--- src/rtl/lsu_ctrl_if.sv ---
// ---------------------------------------------------------------------------
// lsu_ctrl_if
// Bundles the execute-stage request/response channel and the data-memory
// channel of the load/store unit.
//   req_*  : request from execute stage (valid/ready handshake)
//   resp_* : one-cycle completion pulse with error flag and load data
//   mem_*  : word-addressed data-memory port (read/write strobes, addr, data)
// Modports:
//   slave  : the load/store unit itself
//   master : the environment (execute stage + data memory)
// ---------------------------------------------------------------------------
interface lsu_ctrl_if #(
    parameter int ADDR_W = 10
);
    logic              req_valid;
    logic              req_ready;
    logic              req_we;
    logic [1:0]        req_size;
    logic              req_sext;
    logic [31:0]       req_addr;
    logic [31:0]       req_wdata;
    logic              resp_valid;
    logic              resp_err;
    logic [31:0]       resp_rdata;
    logic [ADDR_W-1:0] mem_addr;
    logic [31:0]       mem_wdata;
    logic              mem_we;
    logic              mem_re;
    logic [31:0]       mem_rdata;

    modport slave (
        input  req_valid, req_we, req_size, req_sext, req_addr, req_wdata,
        input  mem_rdata,
        output req_ready, resp_valid, resp_err, resp_rdata,
        output mem_addr, mem_wdata, mem_we, mem_re
    );

    modport master (
        output req_valid, req_we, req_size, req_sext, req_addr, req_wdata,
        output mem_rdata,
        input  req_ready, resp_valid, resp_err, resp_rdata,
        input  mem_addr, mem_wdata, mem_we, mem_re
    );
endinterface

--- src/rtl/lsu_ctrl.sv ---
// ---------------------------------------------------------------------------
// lsu_ctrl
// Load/store unit in front of a word-addressed data memory. Takes one
// byte/half/word request at a time, checks alignment and range, selects the
// little-endian lane, performs sub-word stores as read-modify-write and
// returns sign- or zero-extended load data.
// Ports:
//   clk    : system clock, rising edge
//   rst_n  : asynchronous active-low reset
//   bus    : lsu_ctrl_if.slave (request, response and memory channels)
// Timing (edges after the accept edge E0):
//   error      : resp on E0
//   load       : mem_re on E0, resp on E2
//   word store : mem_we on E0, resp on E1
//   sub store  : mem_re on E0, mem_we on E2, resp on E3
// ---------------------------------------------------------------------------
module lsu_ctrl #(
    parameter int ADDR_W = 10
) (
    input  logic        clk,
    input  logic        rst_n,
    lsu_ctrl_if.slave   bus
);

    typedef enum logic [2:0] {
        IDLE    = 3'd0,
        LD_RD   = 3'd1,
        LD_FMT  = 3'd2,
        RMW_RD  = 3'd3,
        RMW_MRG = 3'd4,
        WR      = 3'd5
    } state_t;

    // Registered state and request fields
    state_t            r_state;
    logic [1:0]        r_size;
    logic              r_sext;
    logic [1:0]        r_lane;
    logic [31:0]       r_wdata;
    logic              r_resp_valid;
    logic              r_resp_err;
    logic [31:0]       r_resp_rdata;
    logic [ADDR_W-1:0] r_mem_addr;
    logic [31:0]       r_mem_wdata;
    logic              r_mem_we;
    logic              r_mem_re;

    // Next-state values
    state_t            w_state_nx;
    logic [1:0]        w_size_nx;
    logic              w_sext_nx;
    logic [1:0]        w_lane_nx;
    logic [31:0]       w_wdata_nx;
    logic              w_resp_valid_nx;
    logic              w_resp_err_nx;
    logic [31:0]       w_resp_rdata_nx;
    logic [ADDR_W-1:0] w_mem_addr_nx;
    logic [31:0]       w_mem_wdata_nx;
    logic              w_mem_we_nx;
    logic              w_mem_re_nx;
    logic              w_req_bad;

    // Sign/zero-extended load value from the addressed lane of a memory word
    function automatic logic [31:0] fmt_load(
        input logic [31:0] word,
        input logic [1:0]  size,
        input logic [1:0]  lane,
        input logic        sext
    );
        logic [7:0]  b;
        logic [15:0] h;
        logic [31:0] res;
        b = word[{lane, 3'b000} +: 8];
        h = word[{lane[1], 4'b0000} +: 16];
        case (size)
            2'b00:   res = {{24{sext & b[7]}}, b};
            2'b01:   res = {{16{sext & h[15]}}, h};
            default: res = word;
        endcase
        return res;
    endfunction

    // Memory word with the addressed byte/half lane replaced by store data
    function automatic logic [31:0] merge_store(
        input logic [31:0] word,
        input logic [31:0] wdata,
        input logic [1:0]  size,
        input logic [1:0]  lane
    );
        logic [31:0] res;
        res = word;
        case (size)
            2'b00:   res[{lane, 3'b000} +: 8]     = wdata[7:0];
            2'b01:   res[{lane[1], 4'b0000} +: 16] = wdata[15:0];
            default: res = wdata;
        endcase
        return res;
    endfunction

    // Illegal size, misalignment, or byte address beyond the memory
    function automatic logic req_is_bad(
        input logic [1:0]  size,
        input logic [31:0] addr
    );
        logic bad;
        case (size)
            2'b00:   bad = 1'b0;
            2'b01:   bad = addr[0];
            2'b10:   bad = (addr[1:0] != 2'b00);
            default: bad = 1'b1;
        endcase
        if (addr[31:ADDR_W+2] != {(30-ADDR_W){1'b0}}) begin
            bad = 1'b1;
        end else begin
            bad = bad;
        end
        return bad;
    endfunction

    // Inputs are only looked at in IDLE; everything else is sequenced from latched fields
    always_comb begin
        w_state_nx      = r_state;
        w_size_nx       = r_size;
        w_sext_nx       = r_sext;
        w_lane_nx       = r_lane;
        w_wdata_nx      = r_wdata;
        w_resp_valid_nx = 1'b0;
        w_resp_err_nx   = 1'b0;
        w_resp_rdata_nx = 32'h0000_0000;
        w_mem_addr_nx   = r_mem_addr;
        w_mem_wdata_nx  = r_mem_wdata;
        w_mem_we_nx     = 1'b0;
        w_mem_re_nx     = 1'b0;
        w_req_bad       = req_is_bad(bus.req_size, bus.req_addr);

        case (r_state)
            IDLE: begin
                if (bus.req_valid) begin
                    w_size_nx  = bus.req_size;
                    w_sext_nx  = bus.req_sext;
                    w_lane_nx  = bus.req_addr[1:0];
                    w_wdata_nx = bus.req_wdata;
                    if (w_req_bad) begin
                        // Rejected without touching memory; stay ready
                        w_resp_valid_nx = 1'b1;
                        w_resp_err_nx   = 1'b1;
                    end else if (!bus.req_we) begin
                        w_mem_re_nx   = 1'b1;
                        w_mem_addr_nx = bus.req_addr[ADDR_W+1:2];
                        w_state_nx    = LD_RD;
                    end else if (bus.req_size == 2'b10) begin
                        w_mem_we_nx    = 1'b1;
                        w_mem_addr_nx  = bus.req_addr[ADDR_W+1:2];
                        w_mem_wdata_nx = bus.req_wdata;
                        w_state_nx     = WR;
                    end else begin
                        // Sub-word store: fetch the word first
                        w_mem_re_nx   = 1'b1;
                        w_mem_addr_nx = bus.req_addr[ADDR_W+1:2];
                        w_state_nx    = RMW_RD;
                    end
                end else begin
                    w_state_nx = IDLE;
                end
            end
            LD_RD: begin
                w_state_nx = LD_FMT;
            end
            LD_FMT: begin
                w_resp_valid_nx = 1'b1;
                w_resp_rdata_nx = fmt_load(bus.mem_rdata, r_size, r_lane, r_sext);
                w_state_nx      = IDLE;
            end
            RMW_RD: begin
                w_state_nx = RMW_MRG;
            end
            RMW_MRG: begin
                w_mem_wdata_nx = merge_store(bus.mem_rdata, r_wdata, r_size, r_lane);
                w_mem_we_nx    = 1'b1;
                w_state_nx     = WR;
            end
            WR: begin
                w_resp_valid_nx = 1'b1;
                w_state_nx      = IDLE;
            end
            default: begin
                w_state_nx = IDLE;
            end
        endcase
    end

    // State and registered outputs; reset clears a pending write strobe at once
    always_ff @(posedge clk or negedge rst_n) begin
        if (!rst_n) begin
            r_state      <= IDLE;
            r_size       <= 2'b00;
            r_sext       <= 1'b0;
            r_lane       <= 2'b00;
            r_wdata      <= 32'h0000_0000;
            r_resp_valid <= 1'b0;
            r_resp_err   <= 1'b0;
            r_resp_rdata <= 32'h0000_0000;
            r_mem_addr   <= {ADDR_W{1'b0}};
            r_mem_wdata  <= 32'h0000_0000;
            r_mem_we     <= 1'b0;
            r_mem_re     <= 1'b0;
        end else begin
            r_state      <= w_state_nx;
            r_size       <= w_size_nx;
            r_sext       <= w_sext_nx;
            r_lane       <= w_lane_nx;
            r_wdata      <= w_wdata_nx;
            r_resp_valid <= w_resp_valid_nx;
            r_resp_err   <= w_resp_err_nx;
            r_resp_rdata <= w_resp_rdata_nx;
            r_mem_addr   <= w_mem_addr_nx;
            r_mem_wdata  <= w_mem_wdata_nx;
            r_mem_we     <= w_mem_we_nx;
            r_mem_re     <= w_mem_re_nx;
        end
    end

    assign bus.req_ready  = (r_state == IDLE);
    assign bus.resp_valid = r_resp_valid;
    assign bus.resp_err   = r_resp_err;
    assign bus.resp_rdata = r_resp_rdata;
    assign bus.mem_addr   = r_mem_addr;
    assign bus.mem_wdata  = r_mem_wdata;
    assign bus.mem_we     = r_mem_we;
    assign bus.mem_re     = r_mem_re;

endmodule

--- src/flat_wrapper.sv ---
// flat-port wrapper written by rule: the top's interface ports become plain ports
module lsu_ctrl_flat 
#(
    parameter int ADDR_W = 10
)
  (clk, rst_n, bus_req_valid, bus_req_we, bus_req_size, bus_req_sext, bus_req_addr, bus_req_wdata, bus_mem_rdata, bus_req_ready, bus_resp_valid, bus_resp_err, bus_resp_rdata, bus_mem_addr, bus_mem_wdata, bus_mem_we, bus_mem_re);
  lsu_ctrl_if #(.ADDR_W(ADDR_W)) bus_i ();
  input  logic clk;
  input  logic rst_n;
  input wire logic [$bits(bus_i.req_valid)-1:0] bus_req_valid;
  input wire logic [$bits(bus_i.req_we)-1:0] bus_req_we;
  input wire logic [$bits(bus_i.req_size)-1:0] bus_req_size;
  input wire logic [$bits(bus_i.req_sext)-1:0] bus_req_sext;
  input wire logic [$bits(bus_i.req_addr)-1:0] bus_req_addr;
  input wire logic [$bits(bus_i.req_wdata)-1:0] bus_req_wdata;
  input wire logic [$bits(bus_i.mem_rdata)-1:0] bus_mem_rdata;
  output wire logic [$bits(bus_i.req_ready)-1:0] bus_req_ready;
  output wire logic [$bits(bus_i.resp_valid)-1:0] bus_resp_valid;
  output wire logic [$bits(bus_i.resp_err)-1:0] bus_resp_err;
  output wire logic [$bits(bus_i.resp_rdata)-1:0] bus_resp_rdata;
  output wire logic [$bits(bus_i.mem_addr)-1:0] bus_mem_addr;
  output wire logic [$bits(bus_i.mem_wdata)-1:0] bus_mem_wdata;
  output wire logic [$bits(bus_i.mem_we)-1:0] bus_mem_we;
  output wire logic [$bits(bus_i.mem_re)-1:0] bus_mem_re;
  assign bus_i.req_valid = bus_req_valid;
  assign bus_i.req_we = bus_req_we;
  assign bus_i.req_size = bus_req_size;
  assign bus_i.req_sext = bus_req_sext;
  assign bus_i.req_addr = bus_req_addr;
  assign bus_i.req_wdata = bus_req_wdata;
  assign bus_i.mem_rdata = bus_mem_rdata;
  assign bus_req_ready = bus_i.req_ready;
  assign bus_resp_valid = bus_i.resp_valid;
  assign bus_resp_err = bus_i.resp_err;
  assign bus_resp_rdata = bus_i.resp_rdata;
  assign bus_mem_addr = bus_i.mem_addr;
  assign bus_mem_wdata = bus_i.mem_wdata;
  assign bus_mem_we = bus_i.mem_we;
  assign bus_mem_re = bus_i.mem_re;
  lsu_ctrl #(.ADDR_W(ADDR_W)) u_core (.clk(clk), .rst_n(rst_n), .bus(bus_i));
endmodule
--- config.mk ---
export PLATFORM = sky130hd
export DESIGN_NAME = lsu_ctrl_flat
export DESIGN_NICKNAME = d
export VERILOG_FILES = /design/src/rtl/lsu_ctrl_if.sv /design/src/rtl/lsu_ctrl.sv /design/src/flat_wrapper.sv
export SDC_FILE = /design/constraint.sdc
export NUM_CORES = 1
export LEC_CHECK = 0
export ABC_AREA = 1
export BUFFER_PORTS_ARGS = -buffer_cell sky130_fd_sc_hd__buf_2
export CAP_MARGIN = 10
export CORE_AREA = 4 4 207 148
export DETAILED_ROUTE_END_ITERATION = 10
export DIE_AREA = 0 0 211 152
export GPL_ROUTABILITY_DRIVEN = 0
export PLACE_DENSITY_LB_ADDON = 0.12
export SLEW_MARGIN = 10
export SYNTH_ARGS = -nofsm -noshare
export SYNTH_HDL_FRONTEND = slang
export SYNTH_SLANG_ARGS = --single-unit
--- constraint.sdc ---
create_clock -name clk -period 3.07 [get_ports clk]
set_clock_uncertainty 0.1 [all_clocks]
set_input_delay 0.614 -clock clk [delete_from_list [all_inputs] [get_ports clk]]
set_output_delay 0.614 -clock clk [all_outputs]
set_load 0.05 [all_outputs]
# Yosys cells after proc, flatten, opt, wreduce, memory -nomap -nowiden
# Index checks and enable logic that the tools add are counted.
[totals]
wordCells = 77
ramBits = 0
rom_bits = 0
latchBits = 0
regBits = 118
mem_count = 0
[op_classes]
shifts = 6
order_cmp = 0
n_eq_ne = 13
bitwise_logic = 3
n_div = 0
addsub = 2
n_mux = 31
multipliers = 0
n_reduce_logical = 10
[ops]
columns = ["cell", "n"]
rows = [
  ["32-bit one-hot mux with 2 select lines", 3],
  ["32-bit two-way mux", 5],
  ["32-bit bitwise mux", 2],
  ["16-bit by 7-bit variable shift with 32-bit output (first input constant)", 1],
  ["8-bit by 7-bit variable shift with 32-bit output (first input constant)", 1],
  ["16-bit by 7-bit indexed part select with 32-bit output", 1],
  ["32-bit by 6-bit indexed part select with 16-bit output", 1],
  ["32-bit by 6-bit indexed part select with 8-bit output", 1],
  ["8-bit by 7-bit indexed part select with 32-bit output", 1],
  ["20-bit nonzero test", 1],
  ["5-bit negation with 7-bit output", 2],
  ["1-bit two-way mux", 13],
  ["3-bit two-way mux", 4],
  ["3-bit one-hot mux with 4 select lines", 1],
  ["3-bit by 2-bit equality test with 1-bit output (second input constant)", 2],
  ["3-bit equality test (second input constant)", 2],
  ["2-bit != test (second input constant)", 3],
  ["5-bit AND reduction", 1],
  ["2-bit by 1-bit equality test with 1-bit output (second input constant)", 2],
  ["2-bit zero test", 2],
  ["1-bit one-hot mux with 2 select lines", 2],
  ["2-bit nonzero test", 2],
  ["3-bit by 1-bit equality test with 1-bit output (second input constant)", 1],
  ["3-bit zero test", 1],
  ["other kinds (9)", 10],
]

# Depth between registers and ports, before layout
[logic_depth]
depth_word = 6
depth_mapped = 16

# Worst setup path before layout
# No wires, ideal clock.
[synth_timing]
path_type = "reg-to-reg"
from = "register u_core.r_lane[0]"
to = "register u_core.r_mem_wdata[2] (netlist: u_core.bus.mem_wdata[2])"
path_slack_ps = 792
setup_ps = 67
arrival_ps = 2111
path_buffers = 3
stages_incl_launch_ff = 13
path_cell_list = "dfrtp_1 buf_2 inv_2 clkbuf_1 ha_1 buf_4 nor2_1 nand2_1 a21oi_1 nor2_1 nor2_1 nand2_1 nand2_1"
[synth_between]
elab_chain_len = 5
word_cells_on_any_way = 6
[synth_lines]
columns = ["item", "line", "text"]
rows = [
  ["start: declaration", "lsu_ctrl.sv:38", "logic [1:0] r_lane;"],
  ["start signal: assignment", "lsu_ctrl.sv:211", "r_lane <= w_lane_nx;"],
  ["5-bit negation with 7-bit output (*)", "lsu_ctrl.sv:93", "2'b00: res[{lane, 3'b000} +: 8] = wdata[7:0];"],
  ["8-bit by 7-bit indexed part select with 32-bit output or 8-bit by 7-bit variable shift with 32-bit output (tied branches)", "lsu_ctrl.sv:93", ""],
  ["32-bit bitwise mux (*)", "lsu_ctrl.sv:93", ""],
  ["32-bit one-hot mux with 2 select lines (*)", "lsu_ctrl.sv:92", "case (size)"],
  ["32-bit one-hot mux with 2 select lines (*)", "lsu_ctrl.sv:136", "case (r_state)"],
  ["end signal: assignment", "lsu_ctrl.sv:217", "r_mem_wdata <= w_mem_wdata_nx;"],
  ["end: declaration", "lsu_ctrl.sv:44", "logic [31:0] r_mem_wdata;"],
]
# Mark *: on every way between the ends. The rest lies on a longest branch, timed or not.
# A chain may end at the register's enable or synchronous reset.

# Worst setup path in the final report
[layout_timing]
from = "register u_core.r_lane[0]"
to = "register u_core.r_mem_wdata[5] (netlist: u_core.bus.mem_wdata[5])"
# Same word-level chain as after synthesis.

==> summary.md <==
| Metric | Value |
|---|---|
| Rows | `52` |
| Static leakage | `4.72 nW` |
| Full die area | `32100 µm²` |
| Met1 usage | `27.1%` |
| Die Span Y | `152 µm` |
| Pwr/cell area | `1120 nW/µm²` |
| Clk Tree Root Cell | `clkbuf_16` |
| RSZ-0062 raised after global routing | `false` |
| Critical path fanouts, max | `19` |
| Gr usage total | `17.9%` |
| Sw power | `0.00526 W` |
| Reg clk slew, reported paths | `60 ps` |
| Pin count of the biggest net entering global routing | `57` |
| WS Path Type | `register to register` |
| Status | `finished clean` |
| Drt total wl | `28.8 mm` |
| CTS tree | `yes` |
| Setup violators final | `0` |
| M3 GR Usage | `4.04%` |
| Clk buf depth | `2` |
| Setup crit start kind | `register` |
| Crit path time final | `2290 ps` |
| Sequential area share after synthesis | `41.8%` |
| Internal | `0.00474 W` |
| # Post-CTS Setup Buffers | `0` |
| Met2 track demand over resource | `26.3%` |
| Tightest Pin Transition | `822 ps` |
| Clock power share | `20.5%` |
| CTS resizes | `0` |
| Vias in the first global route | `7212` |
| Sw frac | `52.6%` |
| Dpl hpwl | `21.4 mm` |
| Initial DRC Count | `549` |
| Netlist cell types | `30` |
| Die width | `211 µm` |
| Sequential share of power | `25.1%` |
| H-tree Lvls | `4` |
| Count of pins over their slew limit | `0` |
| Starting density of the core | `24.6%` |
| Post-synthesis register bit count | `118` |
| Hold_ws | `35.4 ps` |
| DR vias | `7269` |
| Cts hold-fix bufs | `0` |
| Final Core Density | `31.0%` |
| Layout area overhead | `25.6%` |
| Combinational power share | `54.5%` |
| Wire length per cell | `18.2 µm` |
| Antenna violations before repair | `3` |
| Cts bufs inserted | `17` |
| Drt via density | `4.59` |
| Mapped Cells | `1037` |
| Relative slew slack | `45.0%` |
| Arr. time, crit path | `2560 ps` |
| Tcrit/Tclk final | `74.7%` |
| Grt ovf | `0` |
| # IOs | `182` |
| Worst setup EP type | `register` |
| DR DRC count | `0` |
| Hold/Removal Path Class | `input port to asynchronous set/reset pin` |
| Max-cap violations | `0` |
| First-pass GRT wire length | `44.3 mm` |
| Crit. Startpoint | `u_core.r_lane[0]` |
| Total negative slack | `0 ps` |
| Fmax | `436 MHz` |
| Syn Area/Cell | `6.82 µm²` |
| Drt first pass iters | `5` |
| WP data required | `3330 ps` |
| DRT antenna net count | `0` |
| Mapped cell area | `7070 µm²` |
| Fillers | `3251` |
| Clock latency on the worst-skew pair | `430 ps` |
| Core box area | `28700 µm²` |
| Final nets | `1298` |
| Global route hottest layer | `met1` |
| Final Hold Violating Endpoints | `0` |
| Layout cell share with drive strength beyond 1 | `21.1%` |
| CTS Sinks | `118` |
| Worst R2R Start | `u_core.r_lane[0]` |
| Syn. warnings | `0` |
| Worst VDD drop | `532 µV` |
| Mapped Nets | `1145` |
| IO Port Bufs | `181` |
## through the flow
| step | cells | worst slack [ps] | instance area (µm²) | total power, W |
|---|---|---|---|---|
| finish | 1583 | 777 | 8880 | 0.00999 |
| global route | 1583 | 481 | 8880 | 0.0108 |
| CTS | 1581 | 739 | 8880 | 0.0101 |
| detailed placement | 1549 | 700 | 8290 | 0.00799 |
| global placement | 1549 | 682 | 8290 | 0.00799 |
| floorplan | 1037 | 792 | 7070 | 0.00646 |
## worst max-delay path: stages (launching register included)
cell and delay (ps):
dfrtp_1 380, inv_2 240, ha_1 390, nor2_1 540
nand2_1 110, nand2_1 80, nand2_1 50, nand3_1 70
nand2_1 60, inv_1 60, nand2_1 50, nand2_1 70
## routing by layer
metal	vias up	wire, µm
met3	11	1670
li1	3647	-
met4	2	176
met2	184	12400
met1	3425	14500
met5	-	7
## cell usage after synthesis, drive strengths merged
cell type / n / area [µm²]
a31oi: 3 / 18.8
inv: 71 / 267
o221ai: 7 / 61.3
a21oi: 88 / 440
o21ai: 57 / 285
nand4: 1 / 21.3
buf: 45 / 255
o22ai: 5 / 31.3
nor3: 7 / 46.3
or2: 1 / 6.26
clkbuf: 21 / 80.1
a21boi: 8 / 60.1
dfrtp: 118 / 2950
nand3: 90 / 463
o211ai: 14 / 105
ha: 5 / 62.6
nand2: 384 / 1470
nor2: 112 / 445
## power by group through the flow
stage	sequential, W	combinational [W]	clock (W)
floorplan	0.00344	0.00301	0
global placement	0.00254	0.00545	0
detailed placement	0.00253	0.00547	0
CTS	0.00251	0.00548	0.00210
global route	0.00258	0.00604	0.00217
finish	0.00251	0.00544	0.00204
## cell usage in the layout (no fill, tap or decap), drive strengths merged, types with 8 or more instances in the layout
cell type	Yosys	final
o21ai	57	57
nor2	112	112
a21boi	8	8
nand2	384	384
buf	45	200
nand3	90	90
o211ai	14	14
dfrtp	118	118
inv	71	72
a21oi	88	88
clkbuf	21	18
## area by class of cell
| type | count | area (µm²) | area share, % |
|---|---|---|---|
| multi-input combinational | 782 | 3520 | 39.6 |
| sequential | 118 | 2950 | 33.2 |
| timing repair buffer | 200 | 1080 | 12.1 |
| inverter | 71 | 267 | 3.00 |
| tap | 378 | 473 | 5.32 |
| clock buffer | 18 | 439 | 4.94 |
| clock inverter | 14 | 153 | 1.72 |
| antenna | 2 | 5.00 | 0.0563 |
## flip-flops by register name (all words and copies together), names as in the netlist
signal                 flops
u_core.bus.mem_wdata      32
u_core.bus.resp_rdata     32
u_core.r_wdata            32
u_core.bus.mem_addr       10
u_core.r_state             3
u_core.r_lane              2
u_core.r_size              2
u_core.bus.mem_re          1
u_core.bus.mem_we          1
u_core.bus.resp_err        1
u_core.bus.resp_valid      1
u_core.r_sext              1
## logic make-up after synthesis
| group | Yosys count | synth area share, % |
|---|---|---|
| and+or+nand+nor | 595 | 34.7 |
| AOI/OAI and AO/OA | 182 | 14.2 |
| buffers and inverters | 137 | 8.51 |
| DFF | 118 | 41.8 |
| adders and majority gates | 5 | 0.885 |
## path summary, 6_finish.rpt
kind / slack, ps / cells after the start / end
max: 780 / 11 / u_core.bus.mem_wdata[5]
min: 40 / 1 / u_core.bus.resp_rdata[3]
max reg2reg: 780 / 11 / u_core.bus.mem_wdata[5]
min reg2reg: 370 / 2 / u_core.bus.mem_addr[8]
max in group asynchronous: 2160 / 2 / u_core.r_size[1]
min in group clk: 300 / 3 / u_core.r_wdata[26]
Note: power is estimated with default switching activity, not from simulation.
